[config.mk]
export PLATFORM = sky130hd
export DESIGN_NAME = rgbw_spi_master
export DESIGN_NICKNAME = d
export VERILOG_FILES = /design/src/rtl/rgbw_spi_master.sv
export SDC_FILE = /design/constraint.sdc
export NUM_CORES = 1
export LEC_CHECK = 0
export CORE_MARGIN = 10
export CORE_UTILIZATION = 40
export CTS_BUF_LIST = sky130_fd_sc_hd__clkbuf_16
export DETAILED_ROUTE_END_ITERATION = 8
export PLACE_DENSITY = 0.58
export SYNTH_ARGS = -nofsm -noshare
export SYNTH_HDL_FRONTEND = slang
export SYNTH_SLANG_ARGS = --single-unit
[constraint.sdc]
create_clock -name clk -period 3 [get_ports clk]
set_input_delay 0.6 -clock clk [delete_from_list [all_inputs] [get_ports clk]]
set_output_delay 0.6 -clock clk [all_outputs]
set_load 0.1 [all_outputs]
[src/rtl/rgbw_spi_master.sv]
// rgbw_spi_master: SPI mode-0 transmitter for RGBW lamp command frames.
// Accepts a valid/ready byte stream with an end-of-frame flag and drives a
// cs-framed, MSB-first serial stream. Every output is a register.
// Ports:
//   clk        system clock, rising edge
//   reset      synchronous active-low reset
//   tx_data    byte to send
//   tx_last    final byte of the frame (qualified by tx_valid)
//   tx_valid   tx_data/tx_last valid
//   tx_ready   byte accepted when tx_valid is also high
//   sck        SPI clock, idles low
//   cs         chip select, active low
//   mosi       serial data, MSB first
//   busy       state is not IDLE
//   frame_done one-cycle pulse coincident with cs rising at frame end
module rgbw_spi_master #(
   parameter int unsigned SCK_DIV  = 4,
   parameter int unsigned CS_SETUP = 2,
   parameter int unsigned CS_HOLD  = 2,
   parameter int unsigned CS_GAP   = 4
) (
   input  logic       clk,
   input  logic       reset,
   input  logic [7:0] tx_data,
   input  logic       tx_last,
   input  logic       tx_valid,
   output logic       tx_ready,
   output logic       sck,
   output logic       cs,
   output logic       mosi,
   output logic       busy,
   output logic       frame_done
);

   // One shared counter sized for the longest programmable interval.
   localparam int unsigned MAX_A   = (SCK_DIV > CS_SETUP) ? SCK_DIV : CS_SETUP;
   localparam int unsigned MAX_B   = (CS_HOLD > CS_GAP) ? CS_HOLD : CS_GAP;
   localparam int unsigned MAX_CNT = (MAX_A > MAX_B) ? MAX_A : MAX_B;
   localparam int unsigned CNT_W   = (MAX_CNT > 1) ? $clog2(MAX_CNT) : 1;

   localparam logic [CNT_W-1:0] DIV_LAST   = CNT_W'(SCK_DIV - 1);
   localparam logic [CNT_W-1:0] SETUP_LAST = CNT_W'(CS_SETUP - 1);
   localparam logic [CNT_W-1:0] HOLD_LAST  = CNT_W'(CS_HOLD - 1);
   localparam logic [CNT_W-1:0] GAP_LAST   = CNT_W'(CS_GAP - 1);

   localparam logic [2:0] S_IDLE  = 3'd0;
   localparam logic [2:0] S_SETUP = 3'd1;
   localparam logic [2:0] S_SHIFT = 3'd2;
   localparam logic [2:0] S_WAIT  = 3'd3;
   localparam logic [2:0] S_HOLD  = 3'd4;
   localparam logic [2:0] S_GAP   = 3'd5;

   logic [2:0]       state_q, state_d;
   logic [CNT_W-1:0] cnt_q, cnt_d;
   logic [2:0]       bit_q, bit_d;
   logic [6:0]       shift_q, shift_d;   // bits still to send after the one on mosi
   logic             last_q, last_d;
   logic             sck_q, sck_d;
   logic             cs_q, cs_d;
   logic             mosi_q, mosi_d;
   logic             tx_ready_q, tx_ready_d;
   logic             busy_q, busy_d;
   logic             frame_done_q, frame_done_d;
   logic             accept;

   assign accept = tx_valid & tx_ready_q;

   // State register and output flops.
   always_ff @(posedge clk) begin
      if (!reset) begin
         state_q      <= S_IDLE;
         cnt_q        <= '0;
         bit_q        <= '0;
         shift_q      <= '0;
         last_q       <= 1'b0;
         sck_q        <= 1'b0;
         cs_q         <= 1'b1;
         mosi_q       <= 1'b0;
         tx_ready_q   <= 1'b0;
         busy_q       <= 1'b0;
         frame_done_q <= 1'b0;
      end else begin
         state_q      <= state_d;
         cnt_q        <= cnt_d;
         bit_q        <= bit_d;
         shift_q      <= shift_d;
         last_q       <= last_d;
         sck_q        <= sck_d;
         cs_q         <= cs_d;
         mosi_q       <= mosi_d;
         tx_ready_q   <= tx_ready_d;
         busy_q       <= busy_d;
         frame_done_q <= frame_done_d;
      end
   end

   // Next-state and next-output logic.
   always_comb begin
      state_d      = state_q;
      cnt_d        = cnt_q;
      bit_d        = bit_q;
      shift_d      = shift_q;
      last_d       = last_q;
      sck_d        = sck_q;
      cs_d         = cs_q;
      mosi_d       = mosi_q;
      frame_done_d = 1'b0;

      case (state_q)
         S_IDLE: begin
            if (accept) begin
               shift_d = tx_data[6:0];
               mosi_d  = tx_data[7];
               last_d  = tx_last;
               cs_d    = 1'b0;
               cnt_d   = '0;
               bit_d   = '0;
               state_d = S_SETUP;
            end
         end
         S_SETUP: begin
            // Enter SHIFT with sck already high: the first rise ends setup.
            if (cnt_q == SETUP_LAST) begin
               sck_d   = 1'b1;
               cnt_d   = '0;
               state_d = S_SHIFT;
            end else begin
               cnt_d = cnt_q + CNT_W'(1);
            end
         end
         S_SHIFT: begin
            if (cnt_q == DIV_LAST) begin
               cnt_d = '0;
               sck_d = ~sck_q;
               if (sck_q) begin
                  // Falling edge: advance mosi, except after bit 0 which is held.
                  if (bit_q == 3'd7) begin
                     state_d = last_q ? S_HOLD : S_WAIT;
                  end else begin
                     mosi_d  = shift_q[6];
                     shift_d = {shift_q[5:0], 1'b0};
                     bit_d   = bit_q + 3'd1;
                  end
               end
            end else begin
               cnt_d = cnt_q + CNT_W'(1);
            end
         end
         S_WAIT: begin
            // Reload with sck low; the first rise comes one half-period later.
            if (accept) begin
               shift_d = tx_data[6:0];
               mosi_d  = tx_data[7];
               last_d  = tx_last;
               cnt_d   = '0;
               bit_d   = '0;
               state_d = S_SHIFT;
            end
         end
         S_HOLD: begin
            if (cnt_q == HOLD_LAST) begin
               cs_d         = 1'b1;
               frame_done_d = 1'b1;
               mosi_d       = 1'b0;
               cnt_d        = '0;
               state_d      = S_GAP;
            end else begin
               cnt_d = cnt_q + CNT_W'(1);
            end
         end
         S_GAP: begin
            if (cnt_q == GAP_LAST) begin
               cnt_d   = '0;
               state_d = S_IDLE;
            end else begin
               cnt_d = cnt_q + CNT_W'(1);
            end
         end
         default: begin
            state_d = S_IDLE;
         end
      endcase

      // Registered from the next state so they line up with it.
      tx_ready_d = (state_d == S_IDLE) || (state_d == S_WAIT);
      busy_d     = (state_d != S_IDLE);
   end

   assign tx_ready   = tx_ready_q;
   assign sck        = sck_q;
   assign cs         = cs_q;
   assign mosi       = mosi_q;
   assign busy       = busy_q;
   assign frame_done = frame_done_q;

endmodule
==> summary.md <==
| Metric | Value |
|---|---|
| Area of the mapped netlist | `1270 µm²` |
| Htree depth | `1` |
| Period utilisation layout | `0.713` |
| Final number of hold-violating endpoints | `0` |
| Clk Latency, worst-skew pair | `0.25 ns` |
| Min-Delay Path Class | `register to register` |
| Global-route congestion overflow total | `0` |
| Leading area contributor after synthesis | `dfxtp_1` |
| Post-Synthesis Mean Instance Area | `8.60 µm²` |
| Final routed wire length divided by cell count | `13.8 µm` |
| Number of standard-cell rows in the floorplan | `20` |
| Number of flops mapped to enable cells by yosys | `0` |
| First-pass GRT wire length | `5040 µm` |
| Port Buffer Count | `17` |
| Count of state elements after synthesis | `22` |
| Yosys top cell area share | `0.346` |
| Count of antenna-violating nets left after detailed routing | `0` |
| List of most frequent post-synthesis cells | `dfxtp_1, nand2_1, inv_1, o21ai_1` |
| Total routing resource utilization after global routing | `0.100` |
| Most used standard cell by instance count after synthesis | `dfxtp_1` |
| Worst setup EP type | `register` |
| Hold-fix buffer count after cts | `0` |
| Post-synth net total | `165` |
| Destination of the worst register-to-register timing path | `tx_ready` |
| Detailed placement HPWL | `2120 µm` |
| Drc violations | `0` |
| Clk_skew | `0.00311 ns` |
| Maximum number of pins on one net before global-route repair | `21` |
| Number of unique standard cell types used by synthesis | `46` |
| Worst Reg-to-Reg Cells | `4` |
| Number of nets in the layout | `179` |
| CTS buffer count | `3` |
| Power density over cell area | `574 nW/µm²` |
| Finished Cell Area | `1520 µm²` |
| First DRT Iteration DRCs | `114` |
| Buffers inserted by post-CTS timing repair | `0` |
| Overall power of the completed layout | `0.000869 W` |
| Gp weighted congestion | `0.784` |
| Least-Margin Pin Slew | `0.657 ns` |
| Final TNS setup | `0 ns` |
| Result of the run | `complete, no violations` |
| Max_slew headroom | `0.562` |
| Routed wire length | `2820 µm` |
| Ys async rst share | `0` |
| Minimum hold slack | `0.451 ns` |
| TritonCTS clock tree | `built` |
| Worst setup path endpoint | `shift_q[2]` |
| Layout-stage area growth over the synthesis result | `19.1%` |
| Critical setup path kind | `input port to register` |
| Ports | `18` |
| Proportion of synthesized chip area in sequential cells | `0.346` |
| Dominant synthesized flop cell | `dfxtp_1` |
| Vias in the first global route | `1083` |
| Leakage component of the power | `0.586 nW` |
| Dominant cells by area after synthesis | `dfxtp_1, ha_1, mux2i_1` |
| Beginning of the worst register-to-register path | `state_q[2]` |
| Max-cap check violation count | `0` |
| Clk buf depth | `2` |
| Crit path arrival time | `2.26 ns` |
| Final min period | `2.14 ns` |
| Max Freq | `467 MHz` |
| Synthesis Warnings | `0` |
| Peak ir drop on the vdd network | `0.000254 V` |
| Core box area | `3050 µm²` |
| Number of cells produced by synthesis | `148` |
| DP Area | `1440 µm²` |
| Count of final max-slew check failures | `0` |
| Share of post-route cells with drive strength above 1 | `0.100` |
| Resized cells post-CTS | `0` |
| Number of vias in the routed layout | `1110` |
| Floorplan die width | `76.4 µm` |
| Initial core utilization | `0.417` |
| RSZ-0062 raised after global routing | `false` |
| Core Util, Final | `0.496` |
| Via-to-Cell Ratio | `5.44` |
| Worst Path Max Fanout | `10` |
| Setup violations, final | `0` |
| Initial antenna violation count | `0` |
| Die Ht | `76.4 µm` |
| Die ar. | `5840 µm²` |
| Clk sinks | `22` |
| Required time at the worst-slack endpoint | `3.12 ns` |
| CP Launch Point | `tx_valid` |
| CTS clock-pin slew for the worst setup and hold paths | `0.06 ns` |
| Diode insertion count for antenna repair | `0` |
| Setup slack on the worst flop-to-flop path | `1.09 ns` |
| Clock root buffer | `clkbuf_16` |
| Pre-antenna DRT Iters | `5` |
| Startpoint kind of the worst setup timing path | `input port` |
## report_power, final
| group | internal, W | switching [W] |
|---|---|---|
| sequential | 0.000322 | 0.0000297 |
| combinational | 0.0000904 | 0.000153 |
| clock | 0.000176 | 0.0000987 |
## sequential cells by signal, indices dropped and copies added, names as in the netlist
signal,count
sck,1
frame_done,1
tx_ready,1
shift_q,7
cs,1
last_q,1
busy,1
mosi,1
bit_q,3
state_q,3
cnt_q,2
## metal layers
metal / vias to the layer above / wire length [µm] / GRT usage / part of all wire
met1: 505 / 1380 / 0.132 / 0.49
met2: 26 / 1270 / 0.154 / 0.45
met5: - / 0 / 0 / 0
met4: 0 / 12 / 0.0279 / 0.0043
met3: 2 / 162 / 0.0271 / 0.058
li1: 577 / - / - / -
## worst max-delay path, cell delays in order
cell and delay, ns:
clkdlybuf4s50_1 0.52, nand2_1 0.15, o21ai_1 0.41, and3_1 0.45
a211oi_1 0.12
## worst min-delay path by stage
stage / from / end / slack, ns / cells past startpoint
finish: shift_q[0] / shift_q[0] / 0.45 / 2
global route: bit_q[2] / bit_q[2] / 0.48 / 2
CTS: shift_q[0] / shift_q[0] / 0.46 / 2
detailed placement: shift_q[0] / shift_q[0] / 0.44 / 2
global placement: shift_q[0] / shift_q[0] / 0.44 / 2
floorplan: shift_q[0] / shift_q[0] / 0.43 / 2
## cell families (layout without fill, tap and decap cells)
kind of cell,count (synthesis),after routing,synth area share
multiplexers,7,7,0.0590
AND/OR/NAND/NOR,45,45,0.206
XOR/XNOR,2,2,0.0138
AO/OA/AOI/OAI,49,49,0.260
buffers and inverters,18,30,0.0659
adder cells (fa/ha/maj),5,5,0.0492
flip-flops,22,22,0.346
## cells in the final DEF (no fill, tap or decap), drive strengths merged, types with 2 or more instances in the layout
master	Yosys	routed
dfxtp	22	22
nand2	14	14
clkdlybuf4s50	0	11
o21ai	11	11
inv	9	9
a21oi	7	7
a31oi	7	7
buf	6	7
mux2i	6	6
a211oi	6	6
o21a	5	5
ha	5	5
nand2b	4	4
nand3b	4	4
nand3	3	3
nor3	3	3
clkbuf	3	3
nor2	3	3
nor3b	3	3
o32ai	2	2
and3	2	2
and2	2	2
nor4	2	2
o311a	2	2
a21boi	2	2
## per-stage QoR
stage,worst slack [ns],cells
after global placement,0.632,201
after floorplan,0.827,148
after CTS,0.878,204
after global routing,0.695,204
after detailed placement,0.618,201
final,0.860,204
## cell type report
type	count	area [µm²]
tap	44	55.1
clock buffer	3	75.1
sequential	22	440
timing repair buffer	18	163
multi-input combinational	108	748
inverter	9	33.8
fill	299	1540
Power figures use the tool's default switching activity.
